===== src/rtl/fetch_unit.sv =====
// -----------------------------------------------------------------------------
// fetch_unit
//
// Instruction fetch front end. The unit issues one instruction-memory request
// per accepted PC and keeps the PC of every request in an in-order pending
// queue. Each response is paired with its PC and written into a small
// instruction buffer that feeds decode.
//
// Request issue uses credits: a request is only made while
// (outstanding + buffer_count) < DEPTH. Every response therefore has a buffer
// slot waiting for it, and the buffer cannot overflow.
//
// A redirect flushes the buffer and the pending queue. Any responses still in
// flight are counted in drop_count and discarded when they return.
//
// Ports
//   clk, rst        clock; synchronous active-high reset
//   pc              current PC from the external program counter register
//   pc_en, next_pc  load enable and load value for that PC register
//   redirect_valid  branch/jump redirect from execute, with target redirect_pc
//   imem_req/addr   request to instruction memory; imem_gnt accepts it
//   imem_rvalid     in-order response, with instruction in imem_rdata
//   id_valid        buffer head is valid; id_instr/id_pc describe it
//   id_ready        decode accepts the head entry this cycle
// -----------------------------------------------------------------------------
module fetch_unit #(
    parameter int WIDTH = 32,
    parameter int DEPTH = 2
) (
    input  logic             clk,
    input  logic             rst,
    input  logic [WIDTH-1:0] pc,
    output logic             pc_en,
    output logic [WIDTH-1:0] next_pc,
    input  logic             redirect_valid,
    input  logic [WIDTH-1:0] redirect_pc,
    output logic             imem_req,
    output logic [WIDTH-1:0] imem_addr,
    input  logic             imem_gnt,
    input  logic             imem_rvalid,
    input  logic [WIDTH-1:0] imem_rdata,
    output logic             id_valid,
    output logic [WIDTH-1:0] id_instr,
    output logic [WIDTH-1:0] id_pc,
    input  logic             id_ready
);

    localparam int PTR_W = (DEPTH > 1) ? $clog2(DEPTH) : 1;
    localparam int CNT_W = $clog2(DEPTH + 1);

    // One extra bit so that sums of two counters cannot overflow.
    localparam logic [CNT_W:0]   DEPTH_C  = (CNT_W + 1)'(DEPTH);
    localparam logic [PTR_W-1:0] PTR_LAST = PTR_W'(DEPTH - 1);

    // Advance a circular pointer over DEPTH entries. DEPTH need not be a
    // power of two.
    function automatic logic [PTR_W-1:0] ptr_inc(input logic [PTR_W-1:0] p);
        logic [PTR_W-1:0] n;
        if (p == PTR_LAST) begin
            n = {PTR_W{1'b0}};
        end else begin
            n = p + PTR_W'(1);
        end
        return n;
    endfunction

    // Counters and queue pointers
    logic [CNT_W-1:0] out_q,      out_d;       // live requests awaiting response
    logic [CNT_W-1:0] drop_q,     drop_d;      // flushed requests still in flight
    logic [CNT_W-1:0] buf_cnt_q,  buf_cnt_d;
    logic [PTR_W-1:0] pend_rd_q,  pend_rd_d;
    logic [PTR_W-1:0] pend_wr_q,  pend_wr_d;
    logic [PTR_W-1:0] buf_rd_q,   buf_rd_d;
    logic [PTR_W-1:0] buf_wr_q,   buf_wr_d;

    // Storage
    logic [WIDTH-1:0] pend_pc_q   [DEPTH];
    logic [WIDTH-1:0] buf_pc_q    [DEPTH];
    logic [WIDTH-1:0] buf_instr_q [DEPTH];

    // Handshake decodes
    logic [CNT_W:0] credit_s;     // outstanding + buffer_count
    logic [CNT_W:0] inflight_s;   // outstanding + drop_count
    logic           accept_s;
    logic           rsp_live_s;   // response that is written into the buffer
    logic           rsp_drop_s;   // response for a flushed request
    logic           rsp_redir_s;  // response that arrives together with a redirect
    logic           pop_s;

    // Request credit, response classification and buffer pop
    always_comb begin
        credit_s    = {1'b0, out_q} + {1'b0, buf_cnt_q};
        inflight_s  = {1'b0, out_q} + {1'b0, drop_q};
        imem_req    = !rst && !redirect_valid && (credit_s < DEPTH_C);
        imem_addr   = pc;
        accept_s    = imem_req && imem_gnt;
        rsp_drop_s  = imem_rvalid && !redirect_valid && (drop_q != {CNT_W{1'b0}});
        // With nothing in flight, a response is stray and is ignored.
        rsp_live_s  = imem_rvalid && !redirect_valid && (drop_q == {CNT_W{1'b0}})
                      && (out_q != {CNT_W{1'b0}});
        rsp_redir_s = imem_rvalid && redirect_valid && (inflight_s != {(CNT_W + 1){1'b0}});
        id_valid    = !rst && (buf_cnt_q != {CNT_W{1'b0}});
        pop_s       = id_valid && id_ready;
    end

    // PC update: a redirect has priority over sequential advance
    always_comb begin
        pc_en = !rst && (redirect_valid || accept_s);
        if (redirect_valid) begin
            next_pc = redirect_pc;
        end else begin
            next_pc = pc + WIDTH'(4);
        end
    end

    // Buffer head presented to decode
    always_comb begin
        id_instr = buf_instr_q[buf_rd_q];
        id_pc    = buf_pc_q[buf_rd_q];
    end

    // Next-state logic for the counters and pointers
    always_comb begin
        out_d     = out_q;
        drop_d    = drop_q;
        buf_cnt_d = buf_cnt_q;
        pend_rd_d = pend_rd_q;
        pend_wr_d = pend_wr_q;
        buf_rd_d  = buf_rd_q;
        buf_wr_d  = buf_wr_q;
        if (redirect_valid) begin
            // Flush. All requests still in flight become drops, whether they
            // were live or already flushed. This keeps back-to-back redirects
            // consistent. A response arriving in this cycle is the oldest one
            // in flight and is consumed at once.
            out_d     = {CNT_W{1'b0}};
            buf_cnt_d = {CNT_W{1'b0}};
            pend_rd_d = {PTR_W{1'b0}};
            pend_wr_d = {PTR_W{1'b0}};
            buf_rd_d  = {PTR_W{1'b0}};
            buf_wr_d  = {PTR_W{1'b0}};
            drop_d    = CNT_W'(inflight_s - (CNT_W + 1)'(rsp_redir_s));
        end else begin
            if (rsp_drop_s) begin
                drop_d = drop_q - CNT_W'(1);
            end else begin
                drop_d = drop_q;
            end
            out_d     = out_q + CNT_W'(accept_s) - CNT_W'(rsp_live_s);
            buf_cnt_d = buf_cnt_q + CNT_W'(rsp_live_s) - CNT_W'(pop_s);
            pend_wr_d = accept_s   ? ptr_inc(pend_wr_q) : pend_wr_q;
            pend_rd_d = rsp_live_s ? ptr_inc(pend_rd_q) : pend_rd_q;
            buf_wr_d  = rsp_live_s ? ptr_inc(buf_wr_q)  : buf_wr_q;
            buf_rd_d  = pop_s      ? ptr_inc(buf_rd_q)  : buf_rd_q;
        end
    end

    // Control state registers with synchronous reset
    always_ff @(posedge clk) begin
        if (rst) begin
            out_q     <= {CNT_W{1'b0}};
            drop_q    <= {CNT_W{1'b0}};
            buf_cnt_q <= {CNT_W{1'b0}};
            pend_rd_q <= {PTR_W{1'b0}};
            pend_wr_q <= {PTR_W{1'b0}};
            buf_rd_q  <= {PTR_W{1'b0}};
            buf_wr_q  <= {PTR_W{1'b0}};
        end else begin
            out_q     <= out_d;
            drop_q    <= drop_d;
            buf_cnt_q <= buf_cnt_d;
            pend_rd_q <= pend_rd_d;
            pend_wr_q <= pend_wr_d;
            buf_rd_q  <= buf_rd_d;
            buf_wr_q  <= buf_wr_d;
        end
    end

    // Data storage. Validity is tracked by the counters, so no reset is needed.
    always_ff @(posedge clk) begin
        if (accept_s) begin
            pend_pc_q[pend_wr_q] <= pc;
        end
        if (rsp_live_s) begin
            buf_pc_q[buf_wr_q]    <= pend_pc_q[pend_rd_q];
            buf_instr_q[buf_wr_q] <= imem_rdata;
        end
    end

endmodule


===== config.mk =====
export PLATFORM = sky130hd
export DESIGN_NAME = fetch_unit
export DESIGN_NICKNAME = d
export VERILOG_FILES = /design/src/rtl/fetch_unit.sv
export SDC_FILE = /design/constraint.sdc
export NUM_CORES = 1
export LEC_CHECK = 0
export ABC_AREA = 1
export CAP_MARGIN = 25
export CORE_ASPECT_RATIO = 1.4
export CORE_MARGIN = 2
export CORE_UTILIZATION = 44
export CTS_BUF_LIST = sky130_fd_sc_hd__clkbuf_8 sky130_fd_sc_hd__clkbuf_16
export CTS_CLUSTER_DIAMETER = 100
export CTS_CLUSTER_SIZE = 12
export DETAILED_ROUTE_END_ITERATION = 6
export PLACE_DENSITY = 0.76
export SLEW_MARGIN = 20
export SYNTH_ARGS = -nofsm -noshare
export SYNTH_HDL_FRONTEND = slang
export SYNTH_SLANG_ARGS = --single-unit

===== constraint.sdc =====
create_clock -name clk -period 4.05 [get_ports clk]
set_input_delay 0.81 -clock clk [delete_from_list [all_inputs] [get_ports clk]]
set_output_delay 0.81 -clock clk [all_outputs]
set_load 0.01 [all_outputs]

Word level (Yosys, flattened, before mapping) --
Memories as Yosys holds them, arrays and structs flattened. A register that Yosys moved wholly into a read port is not among the register bits. Index checks and enable logic that the tools add are counted.
Operators by class: reductions and logical operators 22, magnitude comparators 1, add/subtract/negate cells 13, mux-type cells 17
Operators by type and width (count):
- adder 32 x 3 -> 32 bit (second input constant) | 1
- 2-to-1 mux 32 bit | 1
- 2-to-1 mux 1 bit | 14
- logical AND 1 bit | 12
- nonzero test 2 bit | 4
- adder 2 x 2 -> 3 bit | 2
- subtractor 2 x 1 -> 2 bit | 3
- adder 1 bit (second input constant) | 4
- adder 2 x 1 -> 2 bit | 2
- 2-to-1 mux 2 bit | 2
- less-than comparator 3 x 2 -> 1 bit (second input constant) | 1
- nonzero test 3 bit | 1
- logical NOT 1 bit | 2
- logical NOT 2 bit | 1
- OR reduction 2 bit | 1
- subtractor 2 x 1 -> 2 bit (second input constant) | 1
- logical OR 1 bit | 1
Storage, ports and cells: input port bits 102, word-level logic and storage cells 63, flip-flop bits (word level) 10, bits in writable memories 192, output and inout port bits 131, memories kept 3
Memories:
- buf_instr_q | words 2, width 32, read ports 1, clocked after Yosys merged registers in 1, write ports 1, RTL line 79 | logic [WIDTH-1:0] buf_instr_q [DEPTH];
- buf_pc_q | words 2, width 32, read ports 1, clocked after Yosys merged registers in 1, write ports 1, RTL line 78 | logic [WIDTH-1:0] buf_pc_q [DEPTH];
- pend_pc_q | words 2, width 32, read ports 1, clocked after Yosys merged registers in 1, write ports 1, RTL line 77 | logic [WIDTH-1:0] pend_pc_q [DEPTH];

Logic depth before layout (Yosys ltp) --
depth in word-level cells 6, depth in mapped cells 12, mapped depth without buffers 12

Worst setup path before layout --
No wires, ideal clock.
path kind input to register, from in imem_rvalid, to mem buf_instr_q[1][0] (enable), path slack -0.311 ns, setup time 0.488 ns, cell stages on the path 4, data arrival time 3.873 ns, cells stage by stage nand2_1 -> nor2_1 -> nand2_1 -> nor2_1
Between the ends: cells in the longest elaborated chain, start to end 5
Ends and longest elaborated chain:
- start: declaration | RTL line 40 | input logic imem_rvalid,
- logical AND 1 bit (2 in a row) | RTL line 99 | rsp_live_s = imem_rvalid && !redirect_valid && (drop_q == {CNT_W{1'b0}})
- logical AND 1 bit | RTL line 100 | && (out_q != {CNT_W{1'b0}});
- 2-to-1 mux 1 bit | RTL line 184 | if (rsp_live_s) begin
- 2-to-1 mux 1 bit (implied by the code) | RTL line 186 | buf_instr_q[buf_wr_q] <= imem_rdata;
- end: declaration | RTL line 79
No other way between the ends.

Worst setup path after layout --
from in pc[8], to out next_pc[13]
Between the ends: cells in the longest elaborated chain, start to end 2
Ends and longest elaborated chain:
- start: declaration | RTL line 32 | input logic [WIDTH-1:0] pc,
- adder 32 x 3 -> 32 bit | RTL line 112 | next_pc = pc + WIDTH'(4);
- 2-to-1 mux 32 bit | RTL line 109 | if (redirect_valid) begin
- end: declaration | RTL line 34 | output logic [WIDTH-1:0] next_pc,
No other way between the ends.

==> impl_results.md <==
- VDD IR-drop max: 0.000228 V
- Final ANT Viol Nets: 0
- Worst EP arrival: 3.01 ns
- Setup violators final: 0
- Number of antenna violations at the first check in global routing: 0
- CTS Buf Count: 20
- Relative slew slack: 38.9%
- Hold slack: 0.482 ns
- Insertion delay to the later sink of the worst-skew pair: 0.49 ns
- Vias per std cell: 4.99
- Synthesized Nets: 806
- Hold/Removal Path Class: reg -> reg
- Final net count: 1,027
- WL final: 20.5 mm
- Chip Width: 125 um
- Die Y: 174 um
- Port Buffers: 232
- Hold path start: pend_rd_q$_SDFFE_PP0N_
- Die ar.: 21,800 um2
- Core Region: 20,400 um2
- First-pass GRT wire length: 31.4 mm
- Sequential element share of the synthesized area: 66.2%
- Fillcell total: 1,631
- Clock Path Buffers: 3
- Global route hottest layer: met2
- Type of origin of the critical path: primary input
- Worst Tran Pin Value: 0.917 ns
- Wire length per cell: 17.5 um
- Syn Area/Cell: 13.1 um2
- Dominant cell type by area after synthesis: edfxtp_1
- Num Clock Sinks: 204
- Total negative setup slack: 0 ns
- Starting Density: 44.5%
- Overall global routing resource usage: 18.3%
- Count leader, synth: edfxtp_1
- Top cells by count, synth: edfxtp_1, nand2_1, mux2_2
- Max-cap violations: 0
- Met1 Usage GRT: 20.7%
- CP max-delay cell: clkdlybuf4s50_1
- Final HPWL DP: 14.1 mm
- Minimum clock period: 3.82 ns
- Final period util: 94.3%
- Fraction of layout cells with a size suffix above 1: 18.3%
- Post-CTS sizing: 0
- Top_reg_cell synth: edfxtp_1
- Final Slew Violations: 0
- Pwr/cell area: 358 nW/um2
- Syn Inst Count: 694
- Post-synth cell types: 32
- GPL Wtd Cong: 0.833
- Post-synth top area share: 63.5%
- Post-synth ARST share: 0%
- Total grt overflow: 0
- Reg clk slew, reported paths: 0.06 ns
- CTS tree: done
- Met2 global-route usage: 34.9%
- RR Startpoint: out_q[0]$_SDFF_PP0_
- Synth Register Bits: 204
- Met3 Usage GRT: 2.89%
- R2R setup slack: 1.60 ns
- Synth-to-layout area growth: 33.6%
- Hold Vio Cnt, Final: 0
- Max stage delay on crit path: 0.70 ns
- Fmax: 262 MHz
- # rows: 62
- RR Endpoint: out_q[1]$_SDFF_PP0_
- Leak: 4.34 nW
- Vias: 5,878
- Largest net degree at the start of global routing: 63
- CTS H-tree lvls: 1
- First-pass DRT Iterations: 4
- CP Cell Sequence: clkdlybuf4s50_1 > nand2_1 > nor2_2 > nand2_2 > nor2_2 > or2_2 > nand3_1 > nand2_1 > clkdlybuf4s50_1
- Crit path required time: 3.24 ns
- Cell depth of the worst hold path: 1
- FF-to-FF path depth: 11
- Root buffer cell: clkbuf_16
- Ant diodes: 0
- Synth warnings: 0
- Post-CTS Setup Bufs: 0
- EDFF count, synth: 192
- Io pins: 233
- Worst-path fanout max: 6
- Setup CP Type: in -> out
- DRC Markers: 0
- DRT iter0 DRCs: 349
- Worst Setup End Kind: output pin
- Clk_skew: 0.00709 ns
- Hold-fix buffers, CTS: 0
- Vias in the first global route: 5,893
- RSZ-0062 raised after global routing: false
- Top cells by area, synth: edfxtp_1, mux2_2, nand2_1
- Outcome: finished, final reports clean
- Synthesized cell area: 9080 um2
==> layer usage <==
| metal | wire length [um] | up-vias |
|---|---|---|
| met3 | 1060 | 33 |
| li1 | - | 2823 |
| met1 | 7810 | 2828 |
| met2 | 11200 | 194 |
| met5 | 0 | - |
| met4 | 495 | 0 |
==> worst max-delay path, delay by kind of cell <==
| family | cells | cell delay (ns) |
|---|---|---|
| buffers and inverters | 2 | 1.23 |
| AND/OR/NAND/NOR | 7 | 0.96 |
==> report_power, final <==
group          internal, mW  leakage (nW)  switching, mW
Clock                 0.917         0.296          0.701
Sequential             2.32          1.83        0.00585
Combinational         0.214          2.21          0.180
==> layout by cell type (no fill, tap or decap), drive strengths merged, types with 2 or more instances in the layout <==
cell type and instances:
xnor2 3, a21oi 9, o21ai 15, ha 8, inv 50, fa 2, nand3 32, buf 19
nand2 150, xor2 4, edfxtp 192, or2 5, clkbuf 21, dfxtp 12, nor3 2, nor2 63
and2 4, mux2 96, clkdlybuf4s50 231
==> worst max path at each step <==
stage / to / cells after the start / slack [ns] / from
after floorplan: buf_instr_q[1][0]$_DFFE_PP_ / 4 / 0.76 / imem_rvalid
after global placement: next_pc[24] / 10 / 0.25 / pc[11]
after detailed placement: next_pc[24] / 11 / 0.24 / pc[2]
after CTS: next_pc[24] / 11 / 0.23 / pc[2]
after global routing: next_pc[27] / 10 / 0.09 / pc[8]
final: next_pc[13] / 9 / 0.23 / pc[8]
==> area by class of cell <==
class	instances	area (um2)	share of cell area [%]
repair buffers	250	2480	20.4
multi-input cells	396	2600	21.5
clock buffers	21	526	4.33
clock inverters	7	26.3	0.217
flip-flops and latches	204	6010	49.6
inverters	43	161	1.33
well taps	256	320	2.64
==> cells by family after synthesis <==
group           after synthesis  share of synthesized area, %
simple gates                256                          12.7
xor+xnor                      7                         0.676
buf+inv                      94                          5.47
mux                          96                          11.9
flops                       204                          66.2
compound gates               27                          1.56
fa+ha+maj                    10                          1.54
==> sequential cells by signal, indices dropped and copies added (netlist names), named ones only <==
name         flops
buf_instr_q     64
out_q            2
buf_cnt_q        2
buf_wr_q         1
pend_wr_q        1
pend_pc_q       64
drop_q           2
pend_rd_q        1
buf_pc_q        64
buf_rd_q         1
==> metrics by stage <==
| stage | power [mW] | instances | util [%] | cell area [um2] | setup WS (ns) |
|---|---|---|---|---|---|
| 6_report | 4.34 | 1177 | 59.4 | 12100 | 0.230 |
| 5_1_grt | 4.49 | 1177 | 59.4 | 12100 | 0.0936 |
| 4_1_cts | 4.39 | 1177 | 59.4 | 12100 | 0.233 |
| 3_5_place_dp | 2.76 | 1149 | 56.7 | 11600 | 0.240 |
| 3_3_place_gp | 2.76 | 1149 | 56.7 | 11600 | 0.252 |
| 2_1_floorplan | 2.53 | 694 | - | 9080 | 0.756 |
Power figures use the tool's default switching activity.
